--- src/rtl/dxm_demux_sync.sv ---
// dxm_demux_sync: registered 1-to-num_out sample demux that switches channels only after draining
// the held sample and discarding blank_samples inputs. Optional macro DXM_DEMUX_DROP_CNT_EN adds drop_cnt.

// Output invariants: at most one channel valid, and only the active one.
module dxm_demux_sync_chk #(
   parameter int num_out   = 2,
   parameter int sel_width = 1
) (
   input logic                 clk,
   input logic                 rst,
   input logic [num_out-1:0]   out_valid,
   input logic [sel_width-1:0] cur_sel
);
   a_onehot_valid: assert property (@(posedge clk) disable iff (rst) $onehot0(out_valid));
   a_valid_on_cur: assert property (@(posedge clk) disable iff (rst)
                                    (out_valid == {num_out{1'b0}}) || out_valid[cur_sel]);
endmodule

module dxm_demux_sync #(
   parameter int data_width    = 1,
   parameter int num_out       = 2,
   parameter int sel_width     = 1,
   parameter int blank_samples = 4
) (
   input  logic                          clk,
   input  logic                          rst,
   input  logic [data_width-1:0]         in_data,
   input  logic                          in_valid,
   output logic                          in_ready,
   input  logic [sel_width-1:0]          sel_req,
   input  logic                          sel_load,
   output logic                          sel_busy,
   output logic [sel_width-1:0]          cur_sel,
   output logic [num_out*data_width-1:0] out_data,
   output logic [num_out-1:0]            out_valid,
   input  logic [num_out-1:0]            out_ready
`ifdef DXM_DEMUX_DROP_CNT_EN
   ,
   output logic [15:0]                   drop_cnt
`endif
);

   typedef enum logic [1:0] {
      ST_RUN   = 2'd0,
      ST_DRAIN = 2'd1,
      ST_BLANK = 2'd2
   } state_t;

   localparam logic [7:0]         BLANK_INIT = 8'(blank_samples);
   localparam logic [sel_width:0] NUM_OUT_L  = (sel_width+1)'(num_out);

   state_t                state_r, state_s;
   logic [sel_width-1:0]  cur_sel_r, cur_sel_s;
   logic [sel_width-1:0]  pend_sel_r, pend_sel_s;
   logic [7:0]            blank_cnt_r, blank_cnt_s;
   logic [data_width-1:0] hold_data_r, hold_data_s;
   logic [num_out-1:0]    out_valid_r, out_valid_s;
   logic                  hold_vld_s;
   logic                  hold_vld_nxt_s;
   logic                  out_xfer_s;
   logic                  ready_s;
   logic                  sel_ok_s;
   logic                  drop_s;

   function automatic logic [num_out-1:0] chan_onehot(input logic [sel_width-1:0] s);
      chan_onehot = {{(num_out-1){1'b0}}, 1'b1} << s;
   endfunction

   assign hold_vld_s = |out_valid_r;
   assign out_xfer_s = hold_vld_s && out_ready[cur_sel_r];
   assign sel_ok_s   = sel_load && (sel_req != cur_sel_r) && ({1'b0, sel_req} < NUM_OUT_L);

   // Next-state, acceptance and holding-register update.
   always_comb begin
      state_s        = state_r;
      cur_sel_s      = cur_sel_r;
      pend_sel_s     = pend_sel_r;
      blank_cnt_s    = blank_cnt_r;
      hold_data_s    = hold_data_r;
      hold_vld_nxt_s = hold_vld_s;
      ready_s        = 1'b0;
      drop_s         = 1'b0;
      case (state_r)
         ST_RUN: begin
            ready_s = !hold_vld_s || out_ready[cur_sel_r];
            if (sel_ok_s) begin
               state_s    = ST_DRAIN;
               pend_sel_s = sel_req;
            end else begin
               state_s = ST_RUN;
            end
         end
         ST_DRAIN: begin
            ready_s = 1'b0;
            // The held sample may leave in this very cycle; the switch then completes now.
            if (!hold_vld_s || out_xfer_s) begin
               cur_sel_s = pend_sel_r;
               if (BLANK_INIT != 8'd0) begin
                  state_s     = ST_BLANK;
                  blank_cnt_s = BLANK_INIT;
               end else begin
                  state_s = ST_RUN;
               end
            end else begin
               state_s = ST_DRAIN;
            end
         end
         ST_BLANK: begin
            ready_s = 1'b1;
            if (in_valid) begin
               drop_s      = 1'b1;
               blank_cnt_s = blank_cnt_r - 8'd1;
               if (blank_cnt_r <= 8'd1) begin
                  state_s = ST_RUN;
               end else begin
                  state_s = ST_BLANK;
               end
            end else begin
               state_s = ST_BLANK;
            end
         end
         default: begin
            state_s = ST_RUN;
            ready_s = 1'b0;
         end
      endcase

      if ((state_r == ST_RUN) && in_valid && ready_s) begin
         hold_vld_nxt_s = 1'b1;
         hold_data_s    = in_data;
      end else if (out_xfer_s) begin
         hold_vld_nxt_s = 1'b0;
      end else begin
         hold_vld_nxt_s = hold_vld_s;
      end

      if (hold_vld_nxt_s) begin
         out_valid_s = chan_onehot(cur_sel_r);
      end else begin
         out_valid_s = {num_out{1'b0}};
      end
   end

   // State, channel select, blank counter and holding register.
   always_ff @(posedge clk) begin
      if (rst) begin
         state_r     <= ST_RUN;
         cur_sel_r   <= {sel_width{1'b0}};
         pend_sel_r  <= {sel_width{1'b0}};
         blank_cnt_r <= 8'd0;
         hold_data_r <= {data_width{1'b0}};
         out_valid_r <= {num_out{1'b0}};
      end else begin
         state_r     <= state_s;
         cur_sel_r   <= cur_sel_s;
         pend_sel_r  <= pend_sel_s;
         blank_cnt_r <= blank_cnt_s;
         hold_data_r <= hold_data_s;
         out_valid_r <= out_valid_s;
      end
   end

   assign in_ready  = ready_s && !rst;
   assign sel_busy  = (state_r != ST_RUN);
   assign cur_sel   = cur_sel_r;
   assign out_valid = out_valid_r;
   assign out_data  = {num_out{hold_data_r}};

`ifdef DXM_DEMUX_DROP_CNT_EN
   logic [15:0] drop_cnt_r;

   // Saturating count of samples discarded while blanking.
   always_ff @(posedge clk) begin
      if (rst) begin
         drop_cnt_r <= 16'd0;
      end else if (drop_s && (drop_cnt_r != 16'hFFFF)) begin
         drop_cnt_r <= drop_cnt_r + 16'd1;
      end else begin
         drop_cnt_r <= drop_cnt_r;
      end
   end

   assign drop_cnt = drop_cnt_r;
`else
   logic drop_unused_s;
   assign drop_unused_s = drop_s;
`endif

   dxm_demux_sync_chk #(
      .num_out   (num_out),
      .sel_width (sel_width)
   ) u_chk (
      .clk       (clk),
      .rst       (rst),
      .out_valid (out_valid_r),
      .cur_sel   (cur_sel_r)
   );

endmodule

--- config.mk ---
export PLATFORM = sky130hd
export DESIGN_NAME = dxm_demux_sync
export DESIGN_NICKNAME = d
export VERILOG_FILES = /design/src/rtl/dxm_demux_sync.sv
export SDC_FILE = /design/constraint.sdc
export NUM_CORES = 1
export LEC_CHECK = 0
export BUFFER_PORTS_ARGS = -buffer_cell sky130_fd_sc_hd__buf_2
export CAP_MARGIN = 15
export CORE_MARGIN = 2
export CORE_UTILIZATION = 50
export DETAILED_ROUTE_END_ITERATION = 10
export GPL_TIMING_DRIVEN = 0
export PLACE_DENSITY = 0.74
export SETUP_SLACK_MARGIN = 0.2
export SLEW_MARGIN = 20
export SYNTH_ARGS = -nofsm -noshare
export SYNTH_HDL_FRONTEND = slang
export SYNTH_SLANG_ARGS = --single-unit
--- constraint.sdc ---
create_clock -name clk -period 4.3 [get_ports clk]
set_clock_uncertainty 0.2 [all_clocks]
set_input_delay 0.86 -clock clk [delete_from_list [all_inputs] [get_ports clk]]
set_output_delay 0.86 -clock clk [all_outputs]
set_load 0.005 [all_outputs]
== Word level (Yosys, flattened, before mapping) ==
Cells that the tools add are included.

* Output and inout bits: 7
* Register bits: 15
* Logic and storage cells: 46
* Input port bits: 8

* Reduce and logical (&&, ||, !) cells: 17
* Order comparisons: 2
* Shift-type cells: 1
* Eq/ne operators: 5
* Add/subtract/negate cells: 1
* Mux-type cells: 13
* Bitwise logic cells: 1

{| class="wikitable"
|+ Operator list
! cell !! count
|-
| 2-to-1 mux 8 bit || 2
|-
| case mux 8 bit (2 select lines) || 1
|-
| less-or-equal comparator 8 x 1 -> 1 bit, second input constant || 1
|-
| subtractor 8 x 1 -> 8 bit, second input constant || 1
|-
| 2-to-1 mux 2 bit || 3
|-
| case mux 2 bit (3 select lines) || 1
|-
| logical AND 1 bit || 5
|-
| 2-to-1 mux 1 bit || 5
|-
| != test 2 bit, second input constant || 2
|-
| AND reduction 2 bit || 2
|-
| nonzero test 2 bit || 2
|-
| OR reduction 2 bit || 2
|-
| AND reduction 3 bit || 1
|-
| equality test 2 x 1 -> 1 bit, second input constant || 1
|-
| equality test 2 bit, second input constant || 1
|-
| zero test 1 bit || 2
|-
| zero test 2 bit || 1
|-
| logical OR 1 bit || 2
|-
| less-than comparator 1 x 2 -> 1 bit, second input constant || 1
|-
| case mux 1 bit (2 select lines) || 1
|-
| left shift 1 x 1 -> 2 bit, first input constant || 1
|-
| != test 1 bit || 1
|-
| NOT 1 bit || 1
|}

== Longest topological paths before layout ==
Gate-level depths: netlist (run 1).

* Word-level depth: 8
* Mapped depth: 6
* Gate-level depth less buffers: 6

== Worst setup path after synthesis (run 1) ==
No wires, ideal clock.

* Path kind: input to output
* Start: in out_ready[1]
* End: out in_ready
* Data arrival time: 1.315 ns
* Data required time: 3.240 ns
* Path slack: 1.925 ns
* Path buffers: 0
* Stages: 4
* Path through: mux2i_1 > nand2_1 > nor2_1 > nor3_1

* Cells in the longest elaborated chain, start to end: 5

{| class="wikitable"
|+ Ends and longest elaborated chain
! element !! RTL line !! source
|-
| start, declared || 36 || <nowiki>input logic [num_out-1:0] out_ready</nowiki>
|-
| 2-to-1 mux 1 bit (implied by the code) (2 in a row) || 85 || <nowiki>ready_s = !hold_vld_s || out_ready[cur_sel_r];</nowiki>
|-
| logical OR 1 bit || 85 ||
|-
| case mux 1 bit (2 select lines) || 83 || <nowiki>case (state_r)</nowiki>
|-
| logical AND 1 bit || 163 || <nowiki>assign in_ready = ready_s && !rst;</nowiki>
|-
| end, declared || 29 || <nowiki>output logic in_ready,</nowiki>
|}

Every way passes these cells. The select of a mux whose other input is x is not followed.

== Final worst setup path (run 1) ==
Same ends and word-level chain as after synthesis.

==> metrics.cfg, run 1 <==
[layout]
layout_common_cells=15 x dfxtp_1, 14 x buf_2, 12 x nor2_1, 6 x inv_1, 5 x a21oi_1
n_antenna_cell=0
final_nets=114
final_common_cell=dfxtp_1
stdcell_area_um2=870
drive_gt1_share_pct=28.2
fill_cells=137
synthToLayoutAreaGrowth_pct=15.4

[synthesis]
ys_ff_latch=15
syn_area_um2=753
muxShareOfSynthArea_pct=4.15
synthXorXnorAreaFrac_pct=6.98
ys_seq_area_share_pct=39.9
syn_nets=95
synthTopCellsByArea=dfxtp_1 40%, nor2_1 6.0%, xnor2_1 4.7%
yosysWarnings=0
synth_largest_area_cell=dfxtp_1
synthCells=85
synth_top_area_share_pct=39.9
yosys.area_share.adder_pct=3.32
avgSynthCellArea_um2=8.86
synth_top_family_by_area=simple AND/OR/NAND/NOR gates
synth-simple-area-share_pct=27.1
yosysUniqueCellTypes=34
synth-compound-area-share_pct=12.5

[sta]
fin_hold_ws_ns=0.299
final_max_slew_viol_count=0
relSlewSlack_pct=72.3
fmax_mhz=369
min_period_over_period_pct=63.0
period_needed_ns=2.71
finalSetupViolCount=0
hold_viol=0
tightest_slew_ns=0.416
rsz0062_at_grt=no
final.setup.tns_ns=0

[floorplanning]
io_pins=15
die_h_um=42.8
die-area_um2=1830
row_count=14
start_util_pct=51.8
die_x_um=42.8
design.core.area_um2=1450

[detailed_routing]
drc=0
dr.pass1.iters=4
routedWlPerCell_um=11.5
via_count=634
routed_wl_um=1370
ant_nets=0
drt-initial-drc-count=4
via_per_inst=5.33

[grt]
grt_usage_pct=16.9
antenna_found_initial=0
grt_pass1_wl_um=2350
grt_pass1_vias=573
grt.overflow.total=0
grt_max_degree=11

[clock_tree]
cts_tree=built
cts_buffers=3
clock-root-buffer=clkbuf_4
hold_buffers=0
post_cts_resized=0
insertion_delay_ns=0.28
cts.sinks=15
clockBufferDepth=2
h-tree-depth=1
cts_post_setup_buffers_inserted=0
clkTransAtPathRegs_ns=0.09

[job]
cap_violations=0

[critical_path]
reg2reg_depth=5
crit_fanout=5
path_class=in -> out
arrival_ns=1.65
critical_path_required_ns=3.24
start_kind=input pin
worst_setup_path_end_kind=output port

[min_path]
hold_depth=2
min_path_type=reg -> reg

[power_and_ir_drop]
powerDensity_nw_per_um2=315
p_leak_nw=0.394
power_mw=0.274
ir_drop_uv=196

[placed_design]
dpl.hpwl_um=1030
post_dp_cell_area_um2=843
portBuffers=14
gp_congestion=0.784

[outcome]
outcome=complete, no violations

report_power, final:
part	switching (mW)	internal, mW	total [mW]
Combinational	0.0213	0.0220	0.0433
Clock	0.0435	0.0360	0.0795
Sequential	0.00579	0.145	0.151
Total	0.0707	0.203	0.274
final cells by class:
class | count | area [um2] | area share [%]
Buffer | 4 | 23.8 | 2.73
Multi-Input combinational cell | 60 | 407 | 46.8
Tap cell | 16 | 20.0 | 2.30
Timing Repair Buffer | 14 | 70.1 | 8.06
Clock buffer | 4 | 26.3 | 3.02
Sequential cell | 15 | 300 | 34.5
Inverter | 6 | 22.5 | 2.59
state kept, by name, summed over array words and instances (netlist names):
signal	cells
blank_cnt_r	8
out_valid	2
state_r	2
cur_sel	1
hold_data_r	1
pend_sel_r	1
per-stage QoR:
step,cells,worst slack (ns),utilization [%]
after global routing,119,1.51,59.8
after detailed placement,115,1.62,58.0
after floorplan,85,1.92,-
final,119,1.59,59.8
after global placement,115,1.62,58.0
after CTS,119,1.61,59.8
path summary, 6_finish.rpt:
kind	slack, ns	from	end
max	1.59	out_ready[1]	in_ready
max reg2reg	2.60	cur_sel$_SDFFE_PP0P_	blank_cnt_r[3]$_SDFFE_PP0P_
min reg2reg	0.30	pend_sel_r$_SDFFE_PP0P_	pend_sel_r$_SDFFE_PP0P_
min	0.30	pend_sel_r$_SDFFE_PP0P_	pend_sel_r$_SDFFE_PP0P_
kinds of logic (layout without fill, tap and decap cells):
family	Yosys count	in the layout
xor gates and xnor gates	6	6
buffers and inverters	10	28
muxes	3	3
and+or+nand+nor	34	34
adders and majority gates	2	2
AOI/OAI and AO/OA	15	15
DFF	15	15
Yosys cell counts:
library cell and number:
a211o_1 1, a211oi_1 2, a21o_1 1, a21oi_1 5, a31oi_1 1, and2_1 1
and2b_2 1, and4b_1 1, buf_4 2, clkbuf_1 1, clkbuf_2 1, dfxtp_1 15
ha_1 2, inv_1 6, mux2_2 1, mux2i_1 2, nand2_1 4, nand2b_1 2
nand3_1 1, nand3b_4 1, nand4_1 1, nor2_1 12, nor2_2 1, nor3_1 3
nor4_2 1, nor4b_1 1, o211ai_1 1, o21ai_0 3, o311ai_0 1, or2_2 2
or3b_2 1, or4_4 1, xnor2_1 4, xor2_1 2
per-layer routing:
metal	part of all wire, %	global-route usage, %
met1	50	22.0
met2	45	26.7
met3	3.7	3.83
met4	1.7	7.50
met5	0	0
worst max-delay path, stage by stage:
cell	delay, ns
buf_2	0.10
mux2i_1	0.22
nand2_1	0.17
nor2_1	0.12
nor3_1	0.05
buf_2	0.14
Note: power is estimated with default switching activity, not from simulation.
==> run 2: changes to the inputs <==
--- a/config.mk
+++ b/config.mk
@@ -5,13 +5,14 @@
 export SDC_FILE = /design/constraint.sdc
 export NUM_CORES = 1
 export LEC_CHECK = 0
+export ABC_AREA = 1
 export BUFFER_PORTS_ARGS = -buffer_cell sky130_fd_sc_hd__buf_2
 export CAP_MARGIN = 15
 export CORE_MARGIN = 2
 export CORE_UTILIZATION = 50
 export DETAILED_ROUTE_END_ITERATION = 10
 export GPL_TIMING_DRIVEN = 0
-export PLACE_DENSITY = 0.74
+export PLACE_DENSITY = 0.73
 export SETUP_SLACK_MARGIN = 0.2
 export SLEW_MARGIN = 20
 export SYNTH_ARGS = -nofsm -noshare
==> constraint.sdc (replaced) <==
create_clock -name clk -period 2.8 [get_ports clk]
set_clock_uncertainty 0.2 [all_clocks]
set_input_delay 0.56 -clock clk [delete_from_list [all_inputs] [get_ports clk]]
set_output_delay 0.56 -clock clk [all_outputs]
set_load 0.005 [all_outputs]
==> metrics.cfg, run 2 <==
[outcome]
outcome=complete, no violations

[critical_path]
r2r_slack_ns=1.27  ; -1.33 ns
worst_setup_path_end_kind=output port
crit_fanout=6  ; +1
critical_path_required_ns=2.04  ; -1.20 ns
arrival_ns=1.36  ; -0.29 ns
start_kind=flop
path_class=reg -> out

[synthesis]
synth_largest_area_cell=dfxtp_1
synth_common_cells=20 x nor2_1, 19 x nand2_1, 15 x dfxtp_1, 15 x inv_1, 10 x nand3_1
syn_area_um2=856  ; +14%
synthTopCellsByArea=dfxtp_1 35%, nor2_1 8.8%, nand2_1 8.3%
yosysUniqueCellTypes=23  ; -32%
synth-edff-count=0  ; unchanged
synth_top_area_share_pct=35.1  ; -4.8 points
yosysWarnings=0  ; unchanged
ys_seq_area_share_pct=35.1  ; -4.8 points
avgSynthCellArea_um2=7.07  ; -20%
synthArstFlopShare_pct=0  ; unchanged
synth_most_common_cell=nor2_1
synthCells=121  ; +42%
syn_nets=131  ; +38%
ys_ff_latch=15  ; unchanged
dominantRegCellSynth=dfxtp_1

[layout]
synthToLayoutAreaGrowth_pct=13.7
final_nets=150  ; +32%
drive_gt1_share_pct=23.7  ; -4.4 points
top_register=blank_cnt_r
multiInputGateArea_um2=463  ; +14%
fill_cells=149  ; +8.8%
final_common_cell=nor2_1
largest_reg_flops=8  ; unchanged
layout_common_cells=20 x nor2_1, 19 x nand2_1, 15 x inv_1, 15 x dfxtp_1, 14 x buf_2
regArea_um2=300  ; unchanged
stdcell_count=155  ; +30%
finish.utilization_pct=62.4  ; +2.6 points
n_antenna_cell=0  ; unchanged

[detailed_routing]
drt-initial-drc-count=19  ; +15
routed_wl_um=1720  ; +26%
routedWlPerCell_um=11.1  ; -3.6%
drc=0  ; unchanged
via_per_inst=5.10  ; -4.2%
via_count=791  ; +25%
ant_nets=0  ; unchanged
dr.pass1.iters=4  ; unchanged

[floorplanning]
row_count=14  ; unchanged
start_util_pct=54.9  ; +3.1 points
io_pins=15  ; unchanged
design.core.area_um2=1560  ; +7.2%
die_h_um=45.4  ; +6.0%
die_x_um=45.4  ; +6.0%
die-area_um2=2060  ; +12%

[clock_tree]
insertion_delay_ns=0.29  ; about the same
h-tree-depth=1  ; unchanged
hold_buffers=0  ; unchanged
clock-root-buffer=clkbuf_4
post_cts_resized=0  ; unchanged
cts_tree=built
clkTransAtPathRegs_ns=0.10  ; about the same
cts_buffers=3  ; unchanged
cts.sinks=15  ; unchanged
clockBufferDepth=2  ; unchanged
cts_post_setup_buffers_inserted=0  ; unchanged

[placed_design]
dp_slack_ns=0.799  ; -0.818 ns
dpl.hpwl_um=1280  ; +25%
placed_cells=151  ; +31%
gp_congestion=0.818  ; +4.2%
portBuffers=14  ; unchanged

[grt]
grt_max_degree=11  ; unchanged
grt.overflow.total=0  ; unchanged
grt_pass1_vias=715  ; +25%
grt_pass1_wl_um=2930  ; +25%
grt_usage_pct=20.3  ; +3.4 points
antenna_found_initial=0  ; unchanged

[sta]
fmax_mhz=471
fin_hold_ws_ns=0.271  ; -0.0279 ns
tightest_slew_ns=0.547  ; +0.131 ns
rsz0062_at_grt=no
setup_ws_ns=0.677  ; -0.915 ns
relSlewSlack_pct=63.6  ; -8.7 points
min_period_over_period_pct=75.8
final_max_slew_viol_count=0  ; unchanged
period_needed_ns=2.12
finalSetupViolCount=0  ; unchanged
final.setup.tns_ns=0  ; unchanged
hold_viol=0  ; unchanged

[job]
cap_violations=0  ; unchanged

[power_and_ir_drop]
powerDensity_nw_per_um2=510  ; +62%
ir_drop_uv=413  ; +110%
p_leak_nw=0.464  ; +18%

[min_path]
min_path_type=reg -> reg

-- run 2: changes by cell type in the layout (fill, tap and decap cells not counted), moves of 4 or more --
cell / before / now
nor2_1: 12 / 20
xnor2_1: 4 / 0
inv_1: 6 / 15
nand3_1: 1 / 10
nand2_1: 4 / 19
-- run 2: final cells by class --
class                      count  area share [%]
multi-input combinational     84            47.6
sequential                    15            30.8
inverter                      19            7.58
timing repair buffer          14            7.20
clock buffer                   3            2.31
tap                           16            2.06
buffer                         3            1.93
clock inverter                 1           0.514
-- run 2: kinds of logic (layout without fill, tap and decap cells) --
| kind of cell | count (synthesis) | count (layout) | synth area share (%) |
|---|---|---|---|
| buf+inv | 22 | 40 | 10.8 |
| xor+xnor | 4 | 4 | 4.09 |
| simple gates | 63 | 63 | 36.8 |
| compound gates | 15 | 15 | 10.2 |
| fa+ha+maj | 2 | 2 | 2.92 |
| flops | 15 | 15 | 35.1 |
-- run 2: path summary, 6_finish.rpt --
kind / from / end / cells after the start
setup / recovery: cur_sel$_SDFFE_PP0P_ / in_ready / 6
hold / removal: pend_sel_r$_SDFFE_PP0P_ / pend_sel_r$_SDFFE_PP0P_ / 2
setup reg to reg: cur_sel$_SDFFE_PP0P_ / blank_cnt_r[5]$_SDFFE_PP0P_ / 9
hold reg to reg: pend_sel_r$_SDFFE_PP0P_ / pend_sel_r$_SDFFE_PP0P_ / 2
-- run 2: through the flow --
stage / instance area (um2) / total power, mW
4_1_cts: 973 / 0.501
3_5_place_dp: 946 / 0.374
6_report: 973 / 0.496
2_1_floorplan: 856 / 0.341
5_1_grt: 973 / 0.533
3_3_place_gp: 946 / 0.370
-- run 2: layer usage --
layer | GRT usage (%) | part of all wire [%] | vias to the layer above
met4 | 7.06 | 1.1 | 0
met2 | 30.3 | 45 | 15
met3 | 8.33 | 4.4 | 2
met1 | 26.5 | 50 | 351
met5 | 0 | 0 | -
li1 | - | - | 423
-- run 2: worst max-delay path, stage by stage (launching register included) --
cell and delay (ns):
dfxtp_1 0.44, inv_2 0.09, nand2_2 0.09, nand3_4 0.11, o211ai_1 0.17, inv_1 0.05, buf_2 0.12
-- run 2: power by group --
group	switching (mW)	leakage, nW	internal [mW]
registers	0.0127	0.122	0.228
logic	0.0789	0.325	0.0512
clock network	0.0729	0.0177	0.0531
==> run 3: changes to the inputs <==
==> constraint.sdc (replaced) <==
create_clock -name clk -period 2.07 [get_ports clk]
set_clock_uncertainty 0.2 [all_clocks]
set_input_delay 0.414 -clock clk [delete_from_list [all_inputs] [get_ports clk]]
set_output_delay 0.414 -clock clk [all_outputs]
set_load 0.005 [all_outputs]
==> metrics.cfg, run 3 (synthesis gave the netlist of run 2 again) <==
[layout]
regArea_um2=304  ; +1.3%
final_common_cell=nor2_1
drive_gt1_share_pct=27.5  ; +3.7 points
finish.utilization_pct=64.9  ; +2.5 points
final_nets=153  ; +2.0%
n_antenna_cell=0  ; unchanged
layout_common_cells=20 x nor2_1, 17 x nand2_1, 15 x inv_1, 14 x dfxtp_1, 14 x buf_2
top_register=blank_cnt_r
multiInputGateArea_um2=473  ; +2.2%
stdcell_area_um2=1010  ; +4.0%
synthToLayoutAreaGrowth_pct=18.3
largest_reg_flops=8  ; unchanged
fill_cells=140  ; -6.0%

[floorplanning]
die_h_um=45.4  ; unchanged
die_x_um=45.4  ; unchanged
design.core.area_um2=1560  ; unchanged
io_pins=15  ; unchanged
start_util_pct=54.9  ; unchanged
row_count=14  ; unchanged
die-area_um2=2060  ; unchanged

[sta]
final_max_slew_viol_count=0  ; unchanged
tightest_slew_ns=0.546  ; -0.000128 ns
final.setup.tns_ns=0  ; unchanged
fin_hold_ws_ns=0.199  ; -0.0724 ns
min_period_over_period_pct=87.0
hold_viol=0  ; unchanged
fmax_mhz=556
finalSetupViolCount=0  ; unchanged
relSlewSlack_pct=63.6  ; about the same
rsz0062_at_grt=yes
period_needed_ns=1.80

[detailed_routing]
via_per_inst=5.15  ; +0.95%
drt-met1-wl_um=932  ; +9.1%
routedWlPerCell_um=11.6  ; +4.2%
via_count=814  ; +2.9%
wl_met3_um=57  ; -24%
ant_nets=0  ; unchanged
routed_wl_um=1830  ; +6.2%
drt-initial-drc-count=29  ; +10
drc=0  ; unchanged
wl_met2_um=820  ; +5.9%
top_layer_used=met4
dr.pass1.iters=4  ; unchanged

[clock_tree]
hold_buffers=0  ; unchanged
insertion_delay_ns=0.29  ; about the same
h-tree-depth=1  ; unchanged
clockBufferDepth=2  ; unchanged
cts_buffers=3  ; unchanged
clock-root-buffer=clkbuf_4
cts.sinks=15  ; unchanged
cts_tree=built
clkTransAtPathRegs_ns=0.10  ; about the same

[grt]
antenna_found_initial=0  ; unchanged
grt_pass1_vias=726  ; +1.5%
grt.overflow.total=0  ; unchanged
grt_pass1_wl_um=3010  ; +2.8%
grt_max_degree=11  ; unchanged
grt_usage_pct=20.8  ; +0.50 points

[power_and_ir_drop]
sequentialPowerShare_pct=47.4  ; -1.0 points
pwr-share-comb_pct=27.7  ; +1.5 points
swShare_pct=33.5  ; +0.35 points
clkPwrFrac_pct=25.0  ; -0.4 points
powerDensity_nw_per_um2=678  ; +33%
ir_drop_uv=568  ; +38%
p_int_mw=0.457  ; +38%
p_switching_mw=0.230  ; +40%
power_mw=0.686  ; +38%
p_leak_nw=0.482  ; +3.8%

[critical_path]
critical_path_required_ns=1.46  ; -0.58 ns
path_class=reg -> out
worst_setup_path_end_kind=output port
start_kind=flop
crit_fanout=4  ; -2
arrival_ns=1.19  ; -0.17 ns

[placed_design]
post_dp_cell_area_um2=946  ; unchanged
portBuffers=14  ; unchanged
gp_congestion=0.818  ; unchanged
dpl.hpwl_um=1280  ; unchanged

[outcome]
outcome=complete, no violations

[min_path]
min_path_type=in -> reg

[job]
cap_violations=0  ; unchanged

[run 3: cell count changes in the layout (fill, tap and decap cells not counted), sizes merged]
cell  before  now
buf       16   19
[run 3: layer usage]
metal	vias to the layer above	GRT usage [%]
li1	433	-
met1	366	27.2
met2	13	31.1
met3	2	8.33
met4	0	7.06
met5	-	0
[run 3: metrics by stage]
stage / std cells / setup WS (ns)
final: 158 / 0.270
after global routing: 158 / 0.162
after global placement: 151 / 0.363
after CTS: 157 / 0.238
after detailed placement: 151 / 0.361
after floorplan: 121 / 0.579
[run 3: path summary, 6_finish.rpt]
kind	depth (start not counted)	slack [ns]	from	to
worst min-delay path	3	0.20	in_data	hold_data_r$_SDFFE_PP0P_
worst max register to register	10	0.57	cur_sel$_SDFFE_PP0P_	blank_cnt_r[5]$_SDFFE_PP0P_
worst max-delay path	6	0.27	cur_sel$_SDFFE_PP0P_	in_ready
worst min register to register	2	0.27	pend_sel_r$_SDFFE_PP0P_	pend_sel_r$_SDFFE_PP0P_
[run 3: what timing repair did]
| item | 4_1_cts | 5_1_grt |
|---|---|---|
| buffers inserted | 2 | 1 |
| pin swaps | 1 | 3 |
| resized for setup | 2 | 4 |
| setup endpoints to repair | 1 | 1 |
| gates cloned | 0 | 0 |
[run 3: final cells by class]
cell class / count / area share (%)
clock buffers: 3 / 2.22
inverters: 19 / 7.54
multi-input cells: 84 / 46.7
well taps: 16 / 1.98
clock inverters: 1 / 0.494
plain buffers: 3 / 1.85
flip-flops and latches: 15 / 30.0
repair buffers: 17 / 9.15
[run 3: worst max-delay path, cell delays in order (launching register included)]
cell and delay (ns):
dfxtp_4 0.39, inv_4 0.05, nand2_4 0.07, nand3_4 0.06
o211ai_1 0.16, inv_1 0.05, buf_2 0.12
[run 3: power groups by stage]
stage,sequential [mW],combinational [mW],clock [mW]
6_report,0.325,0.190,0.171
5_1_grt,0.328,0.215,0.192
4_1_cts,0.324,0.181,0.176
3_5_place_dp,0.331,0.175,0
3_3_place_gp,0.330,0.170,0
2_1_floorplan,0.329,0.132,0
